File: src/rtl/uart_lite_pkg.sv
// Shared definitions for the UART-lite receive path: flag layout, event classes
// and sizing helpers.
package uart_lite_pkg;

  localparam int unsigned FLAG_PARITY = 0;
  localparam int unsigned FLAG_FRAME  = 1;
  localparam int unsigned FLAG_BITS   = 2;

  typedef enum logic [2:0] {
    EV_NONE,
    EV_DATA,
    EV_PARITY,
    EV_FRAME,
    EV_BREAK
  } rx_event_e;

  // Buffer entry: character followed by its two flag bits.
  function automatic int unsigned entry_width(input int unsigned data_bits);
    return data_bits + FLAG_BITS;
  endfunction

  // Idle time, in clocks, of a given number of full character frames.
  function automatic int unsigned timeout_len(input int unsigned chars,
                                              input int unsigned oversampling,
                                              input int unsigned data_bits);
    return chars * oversampling * (data_bits + 2);
  endfunction

endpackage

File: src/rtl/uart_rx_fifo.sv
// Synchronous FIFO for received characters; accepts push and pop together when full.
module uart_rx_fifo #(
  parameter int unsigned WIDTH = 10,
  parameter int unsigned DEPTH = 8
) (
  input  logic                       clk_i,
  input  logic                       rst_i,
  input  logic                       push,
  input  logic                       pop,
  input  logic [WIDTH-1:0]           wdata,
  output logic [WIDTH-1:0]           rdata,
  output logic [$clog2(DEPTH):0]     level,
  output logic                       full,
  output logic                       empty
);

  localparam int unsigned AW = $clog2(DEPTH);
  localparam int unsigned LW = AW + 1;

  logic [WIDTH-1:0] mem [DEPTH];
  logic [AW-1:0]    wr_ptr;
  logic [AW-1:0]    rd_ptr;
  logic [LW-1:0]    count;
  logic             do_push;
  logic             do_pop;

  assign full    = (count == LW'(DEPTH));
  assign empty   = (count == '0);
  assign do_push = push & (~full | pop);
  assign do_pop  = pop & ~empty;
  assign rdata   = mem[rd_ptr];
  assign level   = count;

  always_ff @(posedge clk_i) begin
    if (rst_i) begin
      wr_ptr <= '0;
      rd_ptr <= '0;
      count  <= '0;
    end else begin
      if (do_push) wr_ptr <= wr_ptr + AW'(1);
      if (do_pop)  rd_ptr <= rd_ptr + AW'(1);
      unique case ({do_push, do_pop})
        2'b10:   count <= count + LW'(1);
        2'b01:   count <= count - LW'(1);
        default: count <= count;
      endcase
    end
  end

  // Storage needs no reset; entries are only read behind a valid count.
  always_ff @(posedge clk_i) begin
    if (do_push) mem[wr_ptr] <= wdata;
  end

endmodule

File: src/rtl/uart_rx_controller.sv
// Receive-side controller: classifies character_recovery pulses into a buffered,
// flag-tagged stream and tracks overrun/break/idle-timeout status.
// Optional idle timeout enabled by defining UART_RX_TIMEOUT_EN.
module uart_rx_controller
  import uart_lite_pkg::*;
#(
  parameter int unsigned DATA_BITS     = 8,
  parameter int unsigned FIFO_DEPTH    = 8,
  parameter int unsigned OVERSAMPLING  = 16,
  parameter int unsigned TIMEOUT_CHARS = 4
) (
  input  logic                          clk_i,
  input  logic                          rst_i,
  input  logic                          enable_i,
  output logic                          rec_rst_o,
  input  logic [DATA_BITS-1:0]          rec_char_i,
  input  logic                          rec_valid_i,
  input  logic                          rec_frame_error_i,
  input  logic                          rec_parity_error_i,
  output logic [DATA_BITS-1:0]          data_o,
  output logic [1:0]                    flags_o,
  output logic                          data_valid_o,
  input  logic                          data_ready_i,
  output logic [$clog2(FIFO_DEPTH):0]   level_o,
  output logic                          overrun_o,
  input  logic                          clear_overrun_i,
  output logic                          break_o,
  output logic                          timeout_o
);

  localparam int unsigned EW          = entry_width(DATA_BITS);
  localparam int unsigned TIMEOUT_LEN = timeout_len(TIMEOUT_CHARS, OVERSAMPLING, DATA_BITS);

  if (TIMEOUT_LEN == 0 || FIFO_DEPTH < 2 || (1 << $clog2(FIFO_DEPTH)) != FIFO_DEPTH)
  begin : g_param_check
    $error("uart_rx_controller: invalid FIFO_DEPTH or timeout parameters");
  end

  rx_event_e      ev;
  logic           push_req;
  logic [1:0]     wflags;
  logic [EW-1:0]  wentry;
  logic [EW-1:0]  rentry;
  logic           pop;
  logic           full;
  logic           empty;

  assign rec_rst_o = rst_i | ~enable_i;

  // One event per cycle; the core never pairs valid with an error.
  always_comb begin
    ev       = EV_NONE;
    push_req = 1'b0;
    wflags   = '0;
    if (enable_i) begin
      if (rec_valid_i)             ev = EV_DATA;
      else if (rec_parity_error_i) ev = EV_PARITY;
      else if (rec_frame_error_i)  ev = (rec_char_i == '0) ? EV_BREAK : EV_FRAME;
    end
    push_req            = (ev == EV_DATA) || (ev == EV_PARITY) || (ev == EV_FRAME);
    wflags[FLAG_PARITY] = (ev == EV_PARITY);
    wflags[FLAG_FRAME]  = (ev == EV_FRAME);
  end

  assign wentry       = {rec_char_i, wflags};
  assign pop          = ~empty & data_ready_i;
  assign data_valid_o = ~empty;
  assign data_o       = rentry[EW-1:FLAG_BITS];
  assign flags_o      = rentry[FLAG_BITS-1:0];

  uart_rx_fifo #(
    .WIDTH (EW),
    .DEPTH (FIFO_DEPTH)
  ) u_fifo (
    .clk_i (clk_i),
    .rst_i (rst_i),
    .push  (push_req),
    .pop   (pop),
    .wdata (wentry),
    .rdata (rentry),
    .level (level_o),
    .full  (full),
    .empty (empty)
  );

  // Sticky overrun (drop wins over clear) and break status.
  always_ff @(posedge clk_i) begin
    if (rst_i) begin
      overrun_o <= 1'b0;
      break_o   <= 1'b0;
    end else begin
      if (push_req && full && !pop) overrun_o <= 1'b1;
      else if (clear_overrun_i)     overrun_o <= 1'b0;

      if (ev == EV_BREAK)     break_o <= 1'b1;
      else if (ev == EV_DATA) break_o <= 1'b0;
    end
  end

`ifdef UART_RX_TIMEOUT_EN
  localparam int unsigned IW = $clog2(TIMEOUT_LEN) + 1;

  logic [IW-1:0] idle_cnt;

  // Saturating idle counter, restarted by any push or an empty buffer.
  always_ff @(posedge clk_i) begin
    if (rst_i || push_req || empty) idle_cnt <= '0;
    else if (idle_cnt != IW'(TIMEOUT_LEN)) idle_cnt <= idle_cnt + IW'(1);
  end

  assign timeout_o = (idle_cnt == IW'(TIMEOUT_LEN)) & ~empty;
`else
  assign timeout_o = 1'b0;
`endif

endmodule

File: config.mk
export PLATFORM = sky130hd
export DESIGN_NAME = uart_rx_controller
export DESIGN_NICKNAME = d
export VERILOG_FILES = /design/src/rtl/uart_lite_pkg.sv /design/src/rtl/uart_rx_fifo.sv /design/src/rtl/uart_rx_controller.sv
export SDC_FILE = /design/constraint.sdc
export NUM_CORES = 1
export LEC_CHECK = 0
export CELL_PAD_IN_SITES_DETAIL_PLACEMENT = 1
export CELL_PAD_IN_SITES_GLOBAL_PLACEMENT = 1
export CORE_MARGIN = 3
export CORE_UTILIZATION = 40
export CTS_BUF_LIST = sky130_fd_sc_hd__clkbuf_8
export CTS_CLUSTER_DIAMETER = 120
export DETAILED_ROUTE_END_ITERATION = 12
export PLACE_DENSITY_LB_ADDON = 0.1
export SETUP_SLACK_MARGIN = 0.02
export SKIP_CTS_REPAIR_TIMING = 1
export SYNTH_ARGS = -nofsm -noshare
export SYNTH_HDL_FRONTEND = slang
export SYNTH_SLANG_ARGS = --single-unit
export TNS_END_PERCENT = 10
File: constraint.sdc
create_clock -name clk_i -period 3.9 [get_ports clk_i]
set_input_delay 0.975 -clock clk_i [delete_from_list [all_inputs] [get_ports clk_i]]
set_output_delay 0.975 -clock clk_i [all_outputs]
set_load 0.01 [all_outputs]
; Word level (Yosys, flattened, before mapping)
; Memories as Yosys holds them, arrays and structs flattened. A register that Yosys moved wholly into a read port is not among the register bits.
; Cells that the tools add are included.
[totals]
mem_bits_ro = 0
latch_bits = 0
reg_bits = 12
ram_bits = 80
out_inout_bits = 19
n_memories = 1
input_bits = 16
wordCells = 49
[op_classes]
mux = 14
n_addsub = 4
eq_ne = 7
magnitude_cmp = 0
n_div = 0
shifts = 0
bitwise_logic = 8
multipliers = 0
reduce_logical = 10
[mem_list]
columns = name, words, word_bits, rd, rd_ports_with_merged_regs, wr, line_no
row1 = u_fifo.mem, 8, 10, 1, 1, 1, uart_rx_fifo.sv:20  ; logic [WIDTH-1:0] mem [DEPTH];
[op_table]
columns = op, n
row1 = 3-bit 2-to-1 mux, 7
row2 = 8-bit zero test, 1
row3 = 4-bit one-hot mux with 2 select lines, 1
row4 = 3-bit by 1-bit adder with 3-bit output (second input constant), 2
row5 = 3-bit by 2-bit equality test with 1-bit output (second input constant), 2
row6 = 1-bit 2-to-1 mux, 6
row7 = 2-bit nonzero test, 3
row8 = 4-bit by 1-bit adder with 4-bit output (second input constant), 1
row9 = 4-bit equality test (second input constant), 1
row10 = 4-bit zero test, 1
row11 = 4-bit by 1-bit subtractor with 4-bit output (second input constant), 1
row12 = 1-bit bitwise AND, 3
row13 = 3-bit by 1-bit equality test with 1-bit output (second input constant), 1
row14 = 3-bit equality test (second input constant), 1
row15 = 1-bit NOT, 3
row16 = 2-bit by 1-bit equality test with 1-bit output (second input constant), 1
row17 = 2-bit equality test (second input constant), 1
row18 = 1-bit logical AND, 2
row19 = 1-bit logical OR, 2
row20 = 1-bit bitwise OR, 2
row21 = 1-bit zero test, 1

; Depth between registers and ports, before layout
; Gate-level depths: netlist of run 1.
[depth]
depth_word = 12
mapped_depth = 10
mapped_depth_nobuf = 10

; Modules after synthesis
; From an unflattened synthesis of run 1, not the netlist that was laid out.
[hier_totals]
hier_cells = 212
hier_area_um2 = 3856.2
[by_module_without_submodules]
columns = module, cells_each, instances, seq_area_each_um2, area_each_um2
row1 = uart_rx_fifo, 188, 1, 2662.6, 3669.8
row2 = uart_rx_controller, 24, 1, 40.0, 186.4

; Worst setup path after synthesis of run 1
; Ideal clock, no wire load.
[synth_timing]
kind = input -> register
start = input rec_char_i[1]
end = register u_fifo.count[3] (netlist: u_fifo.level[3])
required_ns = 3.779
arrival_time_ns = 2.910
stages = 9
setup_ns = 0.121
path_buffers = 0
path_slack_ns = 0.869
path_cell_list = nor4_1 > nand3_1 > nand2_1 > ha_1 > ha_1 > a21o_1 > a21oi_1 > mux2i_1 > mux2_2
[synth_via]
elab_chain_cells = 12
elab_cells_between_ends = 16
cone_classes = eq/ne: 5 / mux: 6 / bitwise: 1 / reduce/logical: 4
[synth_lines]
columns = item, line_no
row1 = from (decl), uart_rx_controller.sv:16  ; input logic [DATA_BITS-1:0] rec_char_i,
row2 = 8-bit zero test *, uart_rx_controller.sv:58  ; else if (rec_frame_error_i) ev = (rec_char_i == '0) ? EV_BREAK : EV_FRAME;
row3 = 3-bit 2-to-1 mux * (2 in a row), uart_rx_controller.sv:58
row4 = 3-bit 2-to-1 mux *, uart_rx_controller.sv:57  ; else if (rec_parity_error_i) ev = EV_PARITY;
row5 = 3-bit 2-to-1 mux *, uart_rx_controller.sv:56  ; if (rec_valid_i) ev = EV_DATA;
row6 = 3-bit 2-to-1 mux *, uart_rx_controller.sv:55  ; if (enable_i) begin
row7 = 3-bit by 1-bit equality test with 1-bit output / 3-bit by 2-bit equality test with 1-bit output (equally long branches), uart_rx_controller.sv:60  ; push_req = (ev == EV_DATA) || (ev == EV_PARITY) || (ev == EV_FRAME);
row8 = 1-bit logical OR, uart_rx_controller.sv:60
row9 = 1-bit logical OR *, uart_rx_controller.sv:60
row10 = 1-bit bitwise AND *, uart_rx_fifo.sv:29  ; assign do_push = push & (~full | pop);
row11 = 2-bit by 1-bit equality test with 1-bit output / 2-bit equality test (equally long branches), uart_rx_fifo.sv:42  ; unique case ({do_push, do_pop})
row12 = 4-bit one-hot mux with 2 select lines / 2-bit nonzero test (equally long branches), -
row13 = to (signal assigned), uart_rx_fifo.sv:43  ; 2'b10: count <= count + LW'(1);
row14 = to (signal assigned), uart_rx_fifo.sv:44  ; 2'b01: count <= count - LW'(1);
row15 = to (signal assigned), uart_rx_fifo.sv:45  ; default: count <= count;
row16 = to (decl), uart_rx_fifo.sv:23  ; logic [LW-1:0] count;
; Mark *: on every way between the ends. The rest lies on a longest branch, timed or not.
; A chain may end at the register's enable or synchronous reset.

; Worst setup path after layout of run 1
[layout_timing]
start = input rec_char_i[4]
end = register u_fifo.count[3] (netlist: u_fifo.level[3])
; The elaborated chain is that of the path after synthesis.

==> results of run 1 <==
## per-stage QoR
| step | instances | area [µm²] |
|---|---|---|
| floorplan | 218 | 3860 |
| global placement | 392 | 4487 |
| detailed placement | 392 | 4487 |
| CTS | 408 | 4682 |
| global route | 408 | 4682 |
| finish | 408 | 4682 |
## Yosys cell counts, drive strengths merged, types with 2 or more instances
cell type | instances | area [µm²]
nor2 | 17 | 66.32
or4 | 3 | 30.03
a21oi | 7 | 35.03
a21o | 3 | 22.52
mux2i | 2 | 20.02
nor4 | 3 | 18.77
nor3b | 3 | 22.52
inv | 5 | 18.77
xor2 | 3 | 26.28
nand2b | 2 | 12.51
o21ai | 3 | 15.01
nor2b | 2 | 12.51
dfxtp | 15 | 300.3
mux2 | 11 | 123.9
edfxtp | 80 | 2402
nor3 | 3 | 15.01
buf | 4 | 26.27
o31ai | 2 | 15.01
nand3 | 3 | 15.01
mux4 | 20 | 450.4
nand2 | 4 | 15.01
nor4b | 2 | 17.52
a211oi | 2 | 15.01
clkbuf | 6 | 22.52
ha | 5 | 62.56
## power by group
group / internal (mW) / switching [mW] / total [mW]
Sequential: 1.16 / 0.0434 / 1.20
Combinational: 0.384 / 0.313 / 0.697
Clock: 0.298 / 0.344 / 0.642
Total: 1.84 / 0.700 / 2.54
## worst max-delay path by stage
stage / to / cells after the start / from / slack, ns
after floorplan: u_fifo.level[3] / 9 / rec_char_i[1] / 0.87
final: u_fifo.level[3] / 10 / rec_char_i[4] / 0.46
after global placement: u_fifo.level[3] / 10 / rec_char_i[1] / 0.25
after detailed placement: u_fifo.level[3] / 10 / rec_char_i[4] / 0.07
after CTS: data_o[5] / 4 / flop / 0.46
after global routing: u_fifo.level[3] / 10 / rec_char_i[4] / 0.24
## final cells by class
class,count,area (µm²)
multi-input cells,108,1109
clock buffers,9,123.9
repair buffers,55,495.5
clock inverters,7,71.32
inverters,5,18.77
well taps,129,161.4
fillers,907,4646
flip-flops and latches,95,2703
## placed cells by master (no fill, tap or decap), types with 4 or more instances in the layout
cell              n
mux4_2           20
nand2_1           4
mux2_2           11
clkbuf_8          9
ha_1              5
clkdlybuf4s50_1  33
dfxtp_1          15
inv_1             5
nor2_1           16
edfxtp_1         80
buf_4            22
a21oi_1           7
## routing by layer
layer | GRT usage (%) | vias to the layer above
li1 | - | 975
met1 | 21.72 | 1062
met2 | 25.81 | 38
met3 | 2.793 | 13
met4 | 6.838 | 0
met5 | 0 | -
## registers in the layout, indices dropped and copies added, names as in the netlist, named ones only
signal / count
overrun_o: 1
u_fifo.wr_ptr: 3
u_fifo.rd_ptr: 3
u_fifo.level: 4
u_fifo.mem: 80
break_o: 1
## cell families (layout without fill, tap and decap cells)
group / Yosys count / in the layout
and+or+nand+nor: 45 / 45
AOI/OAI and AO/OA: 19 / 19
other: 1 / 1
muxes: 33 / 33
adders and majority gates: 6 / 6
xor gates and xnor gates: 4 / 4
DFF: 95 / 95
buffers and inverters: 15 / 76
==> results.toml, run 1 <==
[worst_setup_path]
cpPeakStageDelay_ns = 0.49
worst_path_max_delay_cell = "nor4_1"
r2r_start = "u_fifo.level[0]"
cp-end-kind = "flop"
crit_buf_inv = 1
arrival_ns = 3.69
r2r_cells = 9
r2r_slack_ns = 1.29
path_max_fanout = 4
critPathTopFamily = "simple AND/OR/NAND/NOR gates"
crit_top_cell = "ha_1"
path_class = "input pin to flop"
critPathLaunchType = "input pin"
critPathRequiredTime_ns = 4.16
worstReg2RegEnd = "u_fifo.level[3]"
cp_cell_sequence = "clkdlybuf4s50_1 > nor4_1 > nand3_1 > nand2_1 > ha_1 > ha_1 > a21o_1 > a21oi_1 > mux2i_1 > mux2_2"

[yosys]
mappedNetlistArea_mm2 = 0.003860
seq_area_frac_synth_pct = 70.02
syn_inst = 218
synth_compound_area_share_pct = 3.177
ys_types = 36
synth_warnings = 0
ys_seq_elements = 95
synth_top_family_by_area = "multiplexers"
synthFlopType = "edfxtp_1"
avgSynthCellArea_um2 = 17.71
synth_xor_area_share_pct = 0.9076
synth-simple-area-share_pct = 6.515
ys_async_sr_fraction_pct = 0
synth_edf_count = 80
synthMuxAreaShare_pct = 15.40
syn_nets = 240
synth_fa_ha_area_share_pct = 2.139

[worst_hold_path]
min_path_cells = 1
min_from = "overrun_o"
hold_class = "flop to flop"
hold_path_end = "overrun_o"

[cells_and_area]
diodes = 0
drive_gt1_share_pct = 26.52
syn_to_final_growth_pct = 21.30
fin_util_pct = 50.19
nets = 296

[floorplan]
die_x_um = 104.2
die_h_um = 104.2
ioPinCount = 35
initial_utilization_pct = 41.38
die_area_mm2 = 0.01086
rows = 35
core-area_mm2 = 0.009328

[placed_design]
place_congestion = 0.7352
hpwlAfterDp_mm = 5.447
port_buffers = 33
place_ws_ns = 0.06974

[timing]
final.setup.worst_slack_ns = 0.4638
worst_pin_slew_ns = 1.113
max_freq_ghz = 0.2910
finalSetupViolCount = 0
maxSlewHeadroom_pct = 25.56
finClkSkew_ns = 0.008464
rsz0062_at_grt = "no"
slew_viol_final = 0
hold_viol = 0
whs_ns = 0.4661
finalCritPeriodShare_pct = 88.11
tns_ns = 0
fin_crit_ns = 3.436

[detailed_routing]
met2_length_mm = 4.014
ant_nets = 0
m1WireLength_mm = 3.755
drc_errors = 0
drt-initial-drc-count = 113
met3_length_um = 192
highest_layer = "met4"
vias_per_cell = 5.118
via_count = 2088
wl_per_cell_um = 19.91
drt_pass1_iterations = 4
finalWirelength_mm = 8.125

[pwr]
power.total_mw = 2.538
p_per_area_mw_per_mm2 = 542.0
peakVddDrop_uv = 266.1
p_leak_nw = 1.547

[global_routing]
track_usage_pct = 16.08
grt_pass1_vias = 2233
antenna_found_initial = 0
grt_overflow = 0
grt_max_degree = 21
grt_first_pass_wirelength_mm = 12.83

[run]
cap_violations = 0

[cts]
path_clk_slew_ns = 0.09
clock-sinks = 95
cts.path.max_buffers = 2
cts_tree = "yes"
cts_buffers = 9
clk_latency_ns = 0.36
htree_num_levels = 3
clockRootBuffer = "clkbuf_8"

[status]
status = "completed"
Power figures use the tool's default switching activity.
==> inputs of run 2 (changes only) <==
--- a/config.mk
+++ b/config.mk
@@ -7,7 +7,6 @@
 export LEC_CHECK = 0
 export CELL_PAD_IN_SITES_DETAIL_PLACEMENT = 1
 export CELL_PAD_IN_SITES_GLOBAL_PLACEMENT = 1
-export CORE_MARGIN = 3
 export CORE_UTILIZATION = 40
 export CTS_BUF_LIST = sky130_fd_sc_hd__clkbuf_8
 export CTS_CLUSTER_DIAMETER = 120
==> results.toml, run 2 (synthesis gave the netlist of run 1 again) <==
[status]
status = "completed"

[worst_setup_path]
path_class = "flop to output port"
cp_cell_sequence = "buf_4 > mux4_2 > mux2_2 > clkdlybuf4s50_1"
critPathTopFamily = "buffers and inverters"
arrival_ns = 2.37
critPathRequiredTime_ns = 2.92
worst_path_max_delay_cell = "mux4_2"
cpPeakStageDelay_ns = 0.57
crit_buf_inv = 2
path_max_fanout = 20
critPathLaunchType = "flop"
cp-end-kind = "output port"

[cells_and_area]
nFillCells = 930
diodes = 0
syn_to_final_growth_pct = 22.46
nets = 302
register_area_mm2 = 0.002703
layout_common_cells = "80 x edfxtp_1, 33 x clkdlybuf4s50_1, 28 x buf_4"
finalInstanceArea_mm2 = 0.004727
stdcell_count = 414
fin_util_pct = 50.92
multi_input_area_mm2 = 0.001109
largest_reg_flops = 80
layout_commonest_cell = "edfxtp_1"
top_register = "u_fifo.mem"
drive_gt1_share_pct = 28.77

[detailed_routing]
drt-initial-drc-count = 82
finalWirelength_mm = 8.076
ant_nets = 0
wl_per_cell_um = 19.51
drc_errors = 0
vias_per_cell = 5.114
via_count = 2117
drt_pass1_iterations = 4

[timing]
fin_crit_ns = 3.344
worst_pin_slew_ns = 0.9513
finClkSkew_ns = 0.01185
rsz0062_at_grt = "no"
slew_viol_final = 0
hold_viol = 0
finalSetupViolCount = 0
maxSlewHeadroom_pct = 36.45
finalCritPeriodShare_pct = 85.75
max_freq_ghz = 0.2990
tns_ns = 0

[run]
cap_violations = 0

[pwr]
power.total_mw = 2.544
p_sw_mw = 0.7025
p_leak_nw = 1.587
combPwrFrac_pct = 27.5
p_int_mw = 1.842
p_per_area_mw_per_mm2 = 538.2
seq_power_share_pct = 47.2
peakVddDrop_uv = 297.4
switching_share_pct = 27.61
clkPwrFrac_pct = 25.3

[cts]
path_clk_slew_ns = 0.09
cts_tree = "yes"
htree_num_levels = 3
clock-sinks = 95
clk_latency_ns = 0.35
clockRootBuffer = "clkbuf_8"
cts.path.max_buffers = 2
cts_buffers = 9

[global_routing]
grt_pass1_vias = 2275
track_usage_pct = 17.66
grt_first_pass_wirelength_mm = 12.73
grt_overflow = 0
antenna_found_initial = 0
grt_max_degree = 21

[worst_hold_path]
hold_class = "flop to flop"

[placed_design]
placed_area_mm2 = 0.004532
place_congestion = 0.7699
port_buffers = 33
placed_cells = 398
hpwlAfterDp_mm = 5.517

[floorplan]
die_x_um = 100.2
core-area_mm2 = 0.009284
ioPinCount = 35
rows = 35
die_h_um = 100.2
die_area_mm2 = 0.01005
initial_utilization_pct = 41.58
[run 2: layout make-up]
type	count	area share [%]
Multi-Input combinational cell	108	23.45
Clock inverter	7	1.509
Sequential cell	95	57.17
Timing Repair Buffer	61	11.43
Inverter	5	0.3970
Tap cell	129	3.415
Clock buffer	9	2.620
[run 2: layer usage]
| metal | share of wire (%) | routed length (µm) | up-vias | track usage (%) |
|---|---|---|---|---|
| met3 | 3.1 | 247 | 2 | 3.552 |
| li1 | - | - | 988 | - |
| met1 | 47 | 3816 | 1089 | 24.07 |
| met2 | 49 | 3978 | 38 | 28.61 |
| met5 | 0 | 0 | - | 0 |
| met4 | 0.41 | 33 | 0 | 5.686 |
[run 2: path summary, 6_finish.rpt]
| path | from | endpoint | slack (ns) | cells past startpoint |
|---|---|---|---|---|
| setup / recovery | flop | flags_o[0] | 0.56 | 4 |
| hold reg to reg | overrun_o | overrun_o | 0.46 | 1 |
| setup reg to reg | u_fifo.level[0] | u_fifo.level[3] | 1.36 | 9 |
| hold / removal | overrun_o | overrun_o | 0.46 | 1 |
[run 2: power groups by stage]
stage / clock network [mW] / registers (mW) / logic, mW
CTS: 0.659 / 1.20 / 0.717
floorplan: 0 / 1.22 / 0.438
global route: 0.696 / 1.21 / 0.768
finish: 0.643 / 1.20 / 0.701
detailed placement: 0 / 1.22 / 0.712
global placement: 0 / 1.22 / 0.703
[run 2: metrics by stage]
stage / hold slack (ns) / setup slack, ns
global placement: 0.4448 / 0.3181
CTS: 0.4710 / 0.4905
detailed placement: 0.4483 / 0.2784
floorplan: 0.4847 / 0.8694
global route: 0.5103 / 0.4139
finish: 0.4623 / 0.5556
